<file path="src/rtl/monitor_gray_pkg.sv">
// ============================================================================
// monitor_gray_pkg : shared widths and FSM encoding for the Gray monitor
// Rev 1.0
// ============================================================================
`default_nettype none

package monitor_gray_pkg;

  localparam int GRAY_W        = 5;
  localparam int ERR_CNT_W_DEF = 8;

  typedef enum logic [1:0] {
    IDLE    = 2'b00,
    ACQUIRE = 2'b01,
    TRACK   = 2'b10
  } state_t;

endpackage

`default_nettype wire

</file>
<file path="src/rtl/monitor_gray_gray_a_bin.sv">
// ============================================================================
// monitor_gray_gray_a_bin : combinational Gray-to-binary decoder
// Rev 1.0
// ============================================================================
`default_nettype none

module monitor_gray_gray_a_bin
  import monitor_gray_pkg::*;
#(
  parameter int WIDTH = GRAY_W
) (
  input  logic [WIDTH-1:0] gray,
  output logic [WIDTH-1:0] bin
);

  // Each binary bit is the XOR of all Gray bits at or above its position.
  for (genvar i = 0; i < WIDTH; i++) begin : g_bit
    assign bin[i] = ^(gray >> i);
  end

endmodule

`default_nettype wire

</file>
<file path="src/rtl/monitor_gray.sv">
// ============================================================================
// monitor_gray : decodes a Gray counter bus and checks every step against
//                the counter's enable history; counts illegal steps.
// Rev 1.0
// ============================================================================
`default_nettype none

module monitor_gray
  import monitor_gray_pkg::*;
#(
  parameter int WIDTH     = GRAY_W,
  parameter int ERR_CNT_W = ERR_CNT_W_DEF
) (
  input  logic                 clk,
  input  logic                 reset,
  input  logic                 enable_in,
  input  logic [WIDTH-1:0]     gray_in,
  output logic [WIDTH-1:0]     bin_out,
  output logic                 bin_valid,
  output logic                 step_err,
  output logic                 wrap_pulse,
  output logic                 locked,
  output logic [ERR_CNT_W-1:0] err_count
);

  logic [WIDTH-1:0] w_dec;
  logic [WIDTH-1:0] w_exp;
  logic [WIDTH-1:0] r_prev_bin;
  logic             r_en_d;
  state_t           r_state;

  monitor_gray_gray_a_bin #(.WIDTH(WIDTH)) u_dec (
    .gray (gray_in),
    .bin  (w_dec)
  );

  // The counter moved at the previous edge only if enable was high there.
  assign w_exp = r_en_d ? r_prev_bin + 1'b1 : r_prev_bin;

  always_ff @(posedge clk or posedge reset) begin
    if (reset) begin
      r_state    <= IDLE;
      r_prev_bin <= '0;
      r_en_d     <= 1'b0;
      bin_out    <= '0;
      bin_valid  <= 1'b0;
      step_err   <= 1'b0;
      wrap_pulse <= 1'b0;
      locked     <= 1'b0;
      err_count  <= '0;
    end else begin
      r_en_d     <= enable_in;
      bin_out    <= w_dec;
      r_prev_bin <= w_dec;
      step_err   <= 1'b0;
      wrap_pulse <= 1'b0;
      case (r_state)
        IDLE: begin
          bin_valid <= 1'b1;
          r_state   <= ACQUIRE;
        end
        ACQUIRE: begin
          locked  <= 1'b1;
          r_state <= TRACK;
        end
        TRACK: begin
          if (w_dec != w_exp) begin
            step_err <= 1'b1;
            locked   <= 1'b0;
            r_state  <= ACQUIRE;
            if (err_count != {ERR_CNT_W{1'b1}}) begin
              err_count <= err_count + 1'b1;
            end
          end else if ((r_prev_bin == {WIDTH{1'b1}}) && (w_dec == '0)) begin
            wrap_pulse <= 1'b1;
          end
        end
        default: begin
          locked  <= 1'b0;
          r_state <= IDLE;
        end
      endcase
    end
  end

endmodule

`default_nettype wire
</file>
<file path="config.mk">
export PLATFORM = sky130hd
export DESIGN_NAME = monitor_gray
export DESIGN_NICKNAME = d
export VERILOG_FILES = /design/src/rtl/monitor_gray_pkg.sv /design/src/rtl/monitor_gray_gray_a_bin.sv /design/src/rtl/monitor_gray.sv
export SDC_FILE = /design/constraint.sdc
export NUM_CORES = 1
export LEC_CHECK = 0
export CELL_PAD_IN_SITES_DETAIL_PLACEMENT = 1
export CELL_PAD_IN_SITES_GLOBAL_PLACEMENT = 2
export CORE_AREA = 8 8 51 74
export DETAILED_ROUTE_END_ITERATION = 12
export DIE_AREA = 0 0 59 82
export DONT_BUFFER_PORTS = 1
export GPL_TIMING_DRIVEN = 0
export PLACE_DENSITY = 0.81
export SYNTH_ARGS = -nofsm -noshare
export SYNTH_HDL_FRONTEND = slang
export SYNTH_SLANG_ARGS = --single-unit
export TNS_END_PERCENT = 1
</file>
<file path="constraint.sdc">
create_clock -name clk -period 3.4 [get_ports clk]
set_clock_uncertainty 0.15 [all_clocks]
set_input_delay 1.02 -clock clk [delete_from_list [all_inputs] [get_ports clk]]
set_output_delay 1.02 -clock clk [all_outputs]
set_load 0.02 [all_outputs]
</file>
==> results of run 1 <==
-- Yosys cell counts --
library cell  instances  area, sq um
nand3_1               3        15.01
nor3_1                2        10.01
and3_1                3        18.77
a211oi_2              1        12.51
mux2_4                1        15.01
buf_4                 1        7.510
nor2b_1               1        6.260
buf_6                 1        11.26
ha_1                  3        37.54
nor3b_1               1        7.510
a21oi_1               2        10.01
xnor2_1               6        52.55
inv_1                 2        7.510
xor2_1               10        87.58
mux2i_1               4        40.04
dfrtp_1              20        500.5
o21bai_1              1        7.510
nor4_1                1        6.260
nor4b_1               2        17.52
nand2_1               6        22.52
mux2_2                1        11.26
xnor3_1               1        22.52
nand4_1               3        18.77
nand2b_1              2        12.51
nor2_1                7        26.28
or4_1                 1        7.510
-- worst max path at each step --
stage | from | to | slack [ns]
finish | gray_in[0] | err_count[1]$_DFFE_PP0P_ | 0.50
detailed placement | gray_in[0] | err_count[1]$_DFFE_PP0P_ | 0.20
global placement | gray_in[0] | err_count[1]$_DFFE_PP0P_ | 0.22
CTS | gray_in[0] | err_count[1]$_DFFE_PP0P_ | 0.49
global route | gray_in[0] | err_count[1]$_DFFE_PP0P_ | 0.43
floorplan | gray_in[0] | err_count[1]$_DFFE_PP0P_ | 0.35
-- layout make-up --
class | count | area [sq um] | share of cell area (%)
Clock buffer | 4 | 55.05 | 5.023
Tap cell | 39 | 48.80 | 4.452
Sequential cell | 20 | 500.5 | 45.66
Multi-Input combinational cell | 62 | 465.4 | 42.47
Buffer | 2 | 18.77 | 1.712
Inverter | 2 | 7.507 | 0.6849
-- report_power, final --
part           total (mW)  switching, mW  internal, mW
Sequential          0.490          0.176         0.314
Clock               0.183         0.0803         0.103
Combinational       0.233          0.115         0.118
-- worst max-delay path, cell delays in order --
cell and delay [ns]:
xnor3_1 0.38, xor2_1 0.16, or4_1 0.53, a211oi_2 0.35, nor2_1 0.15, mux2_4 0.31
-- routing by layer --
metal	global-route usage (%)	routed length [um]
met3	4.545	215
met4	6.490	53
met1	11.21	782
met2	15.35	1017
met5	0	0
-- metrics by stage --
step | setup WS (ns) | area, sq um
3_3_place_gp | 0.2181 | 1041
6_report | 0.4994 | 1096
3_5_place_dp | 0.1998 | 1041
4_1_cts | 0.4872 | 1096
2_1_floorplan | 0.3483 | 992.2
5_1_grt | 0.4344 | 1096
-- registers in the layout, summed over array words and instances, names as in the netlist --
signal	cells
step_err	1
r_prev_bin	5
r_en_d	1
locked	1
bin_valid	1
wrap_pulse	1
r_state	2
err_count	8
-- cells by family after synthesis --
kind of cell | share of synthesized area [%]
buf+inv | 2.649
xor+xnor | 16.39
fa+ha+maj | 3.784
simple gates | 17.03
compound gates | 3.027
mux | 6.683
flops | 50.44
==> impl_metrics.yaml, run 1 <==
outcome:
  outcome: "finished, final reports clean"
final_layout:
  drive_gt1_share_pct: 10.00
  final_net_count: 102
  area_growth_pct: 10.47
  final_common_cell: "dfrtp_1"
  num_antenna_cells: 0
  num-fill-cells: 323
  fin_cells: 129
  final_util_pct: 39.67
  layout_common_cells: "dfrtp_1 (20), xor2_1 (10), nor2_1 (7), xnor2_1 (6), nand2_1 (6)"
timing:
  final.min_clock_period_ns: 2.901
  setup-tns-final_ns: 0
  worst-slew-pin-transition_ns: 0.7723
  setup_viol: 0
  hold_ws_ns: 0.4164
  min_period_over_period_pct: 85.31
  slew_violations: 0
  fmax_mhz: 344.8
  rsz0062_at_grt: "false"
  hold_viol: 0
  slew_headroom_pct: 48.46
global_route:
  grt_pass1_wl_mm: 3.615
  grt_usage_pct: 10.11
  grt_overflow: 0
  antenna_found_initial: 0
  grt_pass1_vias: 719
  grt_max_degree: 21
floorplanning:
  rows: 24
  coreArea_sq_mm: 0.002763
  initial_core_util_pct: 35.91
  die_h_um: 82
  dieArea_sq_mm: 0.004838
  die_w_um: 59
  pin_count: 25
routing:
  wl_mm: 2.069
  vias: 634
  firstDrtPassIters: 2
  viasPerCell: 4.915
  drtAntennaViolNets: 0
  drc: 0
  routedWlPerCell_um: 16.04
  drtIter0Drc: 8
clock_tree:
  clockBufferDepth: 2
  cts_root_buf: "clkbuf_8"
  clock_latency_ns: 0.26
  cts.sinks: 20
  clkSlewWorstSetupHoldPaths_ns: 0.08
  post-cts-setup-buffers: 0
  hold_buffers: 0
  cts_buffers: 3
  tritoncts: "done"
  h-tree-depth: 1
  cts_resized: 0
worst_setup_path:
  worstPathRequired_ns: 3.40
  rr_startpoint: "r_en_d$_DFF_PP0_"
  rr_worst_depth: 7
  crit_path_max_fanout: 3
  path_class: "in -> reg"
  regToRegEndpoint: "err_count[1]$_DFFE_PP0P_"
  cp-end-kind: "flip-flop"
  ff2ff_setup_slack_ns: 0.78
  crit_path_start_kind: "input pin"
  cp.arrival_ns: 2.90
logic_synthesis:
  seq_area_frac_synth_pct: 50.44
  avgSynthCellArea_sq_um: 11.54
  synth_cell_type_count: 26
  yosys_warnings: 0
  synth_nets: 97
  syn_area_sq_um: 992.2
  yosys_register_bits: 20
  synth_cells: 86
pwr:
  power.static_leakage_nw: 0.4908
  peakVddDrop_mv: 0.3652
  power_density_mw_per_mm2: 826.9
  total_power_uw: 906.3
place:
  port_buffers: 0
  gp_congestion: 0.7713
  placed_cells: 125
  dpl.hpwl_mm: 1.605
worst_hold_path:
  hold-path-endpoint: "r_state[0]$_DFFE_PP0P_"
  hp-class: "reg -> reg"
  hold_path_startpoint: "r_state[0]$_DFFE_PP0P_"
  whs_path_depth: 1
flow_run:
  maxCapViolCount: 0
(Power assumes the default switching activity.)
==> inputs of run 2 (changes only) <==
Settings changed: PLACE_DENSITY 0.81 to 0.8, SYNTH_HIERARCHICAL set to 1.
==> run 2 against run 1 <==
Effect of this change:
- clock power down 4%
- die area unchanged
- cell area down 0.11%
- sequential share of layout area up 0.052 points
- non-clock buffer count unchanged
- critical path depth up 2
- worst hold slack worse by 0.038 ns
- via count down 0.32%
- cell count down 2.3%
- global-route usage down 0.76 points
- register-to-register slack worse by 0.04 ns
- critical path type unchanged
==> impl_metrics.yaml, run 2 <==
place:
  dpl.hpwl_mm: 1.651
  pre_cts_slack_ns: -0.03037
  placed_cells: 122
  port_buffers: 0
  gp_congestion: 0.7148
final_layout:
  final_util_pct: 39.63
  final_common_cell: "dfrtp_1"
  final_net_count: 99
  num_antenna_cells: 0
  area_growth_pct: 10.48
  regMostFlops: "err_count"
  largest_register_ffs: 8
  layout_common_cells: "dfrtp_1 (20), xor2_1 (11), xnor2_1 (6)"
  drive_gt1_share_pct: 13.79
  num-fill-cells: 324
  fin_cells: 126
  biggestRegsByFlops: "err_count: 8 flops, r_prev_bin: 5 flops, r_state: 2 flops"
logic_synthesis:
  avgSynthCellArea_sq_um: 11.94
  synth_cells: 83
  synth_cell_type_count: 25
  ys_async_sr_fraction_pct: 100.0
  post-synth-top-area-cell: "dfrtp_1"
  ys.flop_type: "dfrtp_1"
  yosys_warnings: 6
  seq_area_frac_synth_pct: 50.51
  synth.area.top_cells: "dfrtp_1 (51%), xor2_1 (9.7%), xnor2_1 (5.3%)"
  yosys_register_bits: 20
  synth.top_cell.area_share_pct: 50.51
  synth_nets: 94
  synthTopCellsByCount: "dfrtp_1 (20), xor2_1 (11), xnor2_1 (6)"
  synth-edff-count: 0
  yosysMostFrequentCell: "dfrtp_1"
  syn_area_sq_um: 991.0
clock_tree:
  clock_latency_ns: 0.25
  cts_buffers: 3
  clockBufferDepth: 2
  tritoncts: "done"
  post-cts-setup-buffers: 0
  clkSlewWorstSetupHoldPaths_ns: 0.07
  cts_resized: 0
  cts_root_buf: "clkbuf_8"
  cts.sinks: 20
  hold_buffers: 0
  h-tree-depth: 1
global_route:
  antenna_found_initial: 0
  grt_usage_pct: 9.349
  grt_overflow: 0
  grt_max_degree: 21
  grt_pass1_wl_mm: 3.491
  grt_pass1_vias: 715
routing:
  vias: 632
  drc: 0
  wl_mm: 2.036
  firstDrtPassIters: 3
  drtAntennaViolNets: 0
  viasPerCell: 5.016
  drtIter0Drc: 18
  routedWlPerCell_um: 16.16
floorplanning:
  coreArea_sq_mm: 0.002763
  die_w_um: 59
  rows: 24
  dieArea_sq_mm: 0.004838
  pin_count: 25
  die_h_um: 82
  initial_core_util_pct: 35.87
timing:
  slew_headroom_pct: 50.33
  hold_viol: 0
  min_period_over_period_pct: 92.75
  final.min_clock_period_ns: 3.153
  worst-slew-pin-transition_ns: 0.7442
  setup-tns-final_ns: 0
  setup_viol: 0
  fmax_mhz: 317.1
  rsz0062_at_grt: "false"
  slew_violations: 0
  fin_ws_ns: 0.2466
pwr:
  peakVddDrop_mv: 0.5255
  power_density_mw_per_mm2: 835.1
  power.static_leakage_nw: 0.4580
  total_power_uw: 914.2
worst_setup_path:
  cp-end-kind: "flip-flop"
  cp.arrival_ns: 3.14
  worstPathRequired_ns: 3.39
  crit_path_max_fanout: 6
  crit_path_start_kind: "input pin"
  path_class: "in -> reg"
worst_hold_path:
  hp-class: "reg -> reg"
flow_run:
  maxCapViolCount: 0
outcome:
  outcome: "finished, final reports clean"
==> run 2: cell count changes in the layout (fill, tap and decap cells not counted), moves of 2 or more <==
cell     before  now
nor2_1        7    4
mux2i_1       4    2
nand2_1       6    4
nor3_1        2    4
nor4_2        0    2
nor4b_1       2    0
==> run 2: final cells by class <==
class                           instances  area [sq um]  area share, %
Inverter                                1         3.754         0.3429
Tap cell                               39         48.80          4.457
Sequential cell                        20         500.5          45.71
Multi-Input combinational cell         60         471.7          43.09
Buffer                                  2         15.01          1.371
Clock buffer                            4         55.05          5.029
==> run 2: power by group <==
| group | leakage [nW] | switching (mW) | internal (mW) |
|---|---|---|---|
| clock network | 0.0288 | 0.0737 | 0.103 |
| registers | 0.231 | 0.190 | 0.315 |
| logic | 0.198 | 0.119 | 0.113 |
==> run 2: through the flow <==
stage	hold WS, ns	cell area (sq um)
floorplan	0.3322	991.0
global placement	0.3604	1040
detailed placement	0.3679	1040
CTS	0.3798	1095
global route	0.4072	1095
finish	0.3787	1095
==> run 2: metal layers <==
layer | global-route usage, % | wire length, um | share of wire [%]
met1 | 9.749 | 744 | 37
met2 | 16.56 | 1132 | 56
met3 | 3.448 | 141 | 6.9
met4 | 3.606 | 18 | 0.88
met5 | 0 | 0 | 0
==> run 2: final timing paths <==
path,end,depth (start not counted),start,slack (ns)
worst max-delay path,err_count[6]$_DFFE_PP0P_,8,gray_in[4],0.25
worst min-delay path,r_state[0]$_DFFE_PP0P_,1,r_state[0]$_DFFE_PP0P_,0.38
worst max register to register,err_count[6]$_DFFE_PP0P_,8,r_prev_bin[0]$_DFF_PP0_,0.74
worst min register to register,r_state[0]$_DFFE_PP0P_,1,r_state[0]$_DFFE_PP0P_,0.38
max in group asynchronous,err_count[4]$_DFFE_PP0P_,1,reset,2.00
min in group asynchronous,locked$_DFFE_PP0P_,1,reset,0.63
==> run 2: kinds of logic after synthesis <==
kind of cell	share of synthesized area [%]
multiplexers	4.293
buffers and inverters	1.893
adder cells (fa/ha/maj)	3.788
XOR/XNOR	18.94
AND/OR/NAND/NOR	18.18
AO/OA/AOI/OAI	2.400
flip-flops	50.51
==> run 2: worst max-delay path: stages <==
cell and delay (ns):
xor2_2 0.34, xnor3_1 0.45, xor2_1 0.20, nor3_1 0.08, a31oi_1 0.22, nor4_2 0.10, nor4_1 0.36, mux2_2 0.38
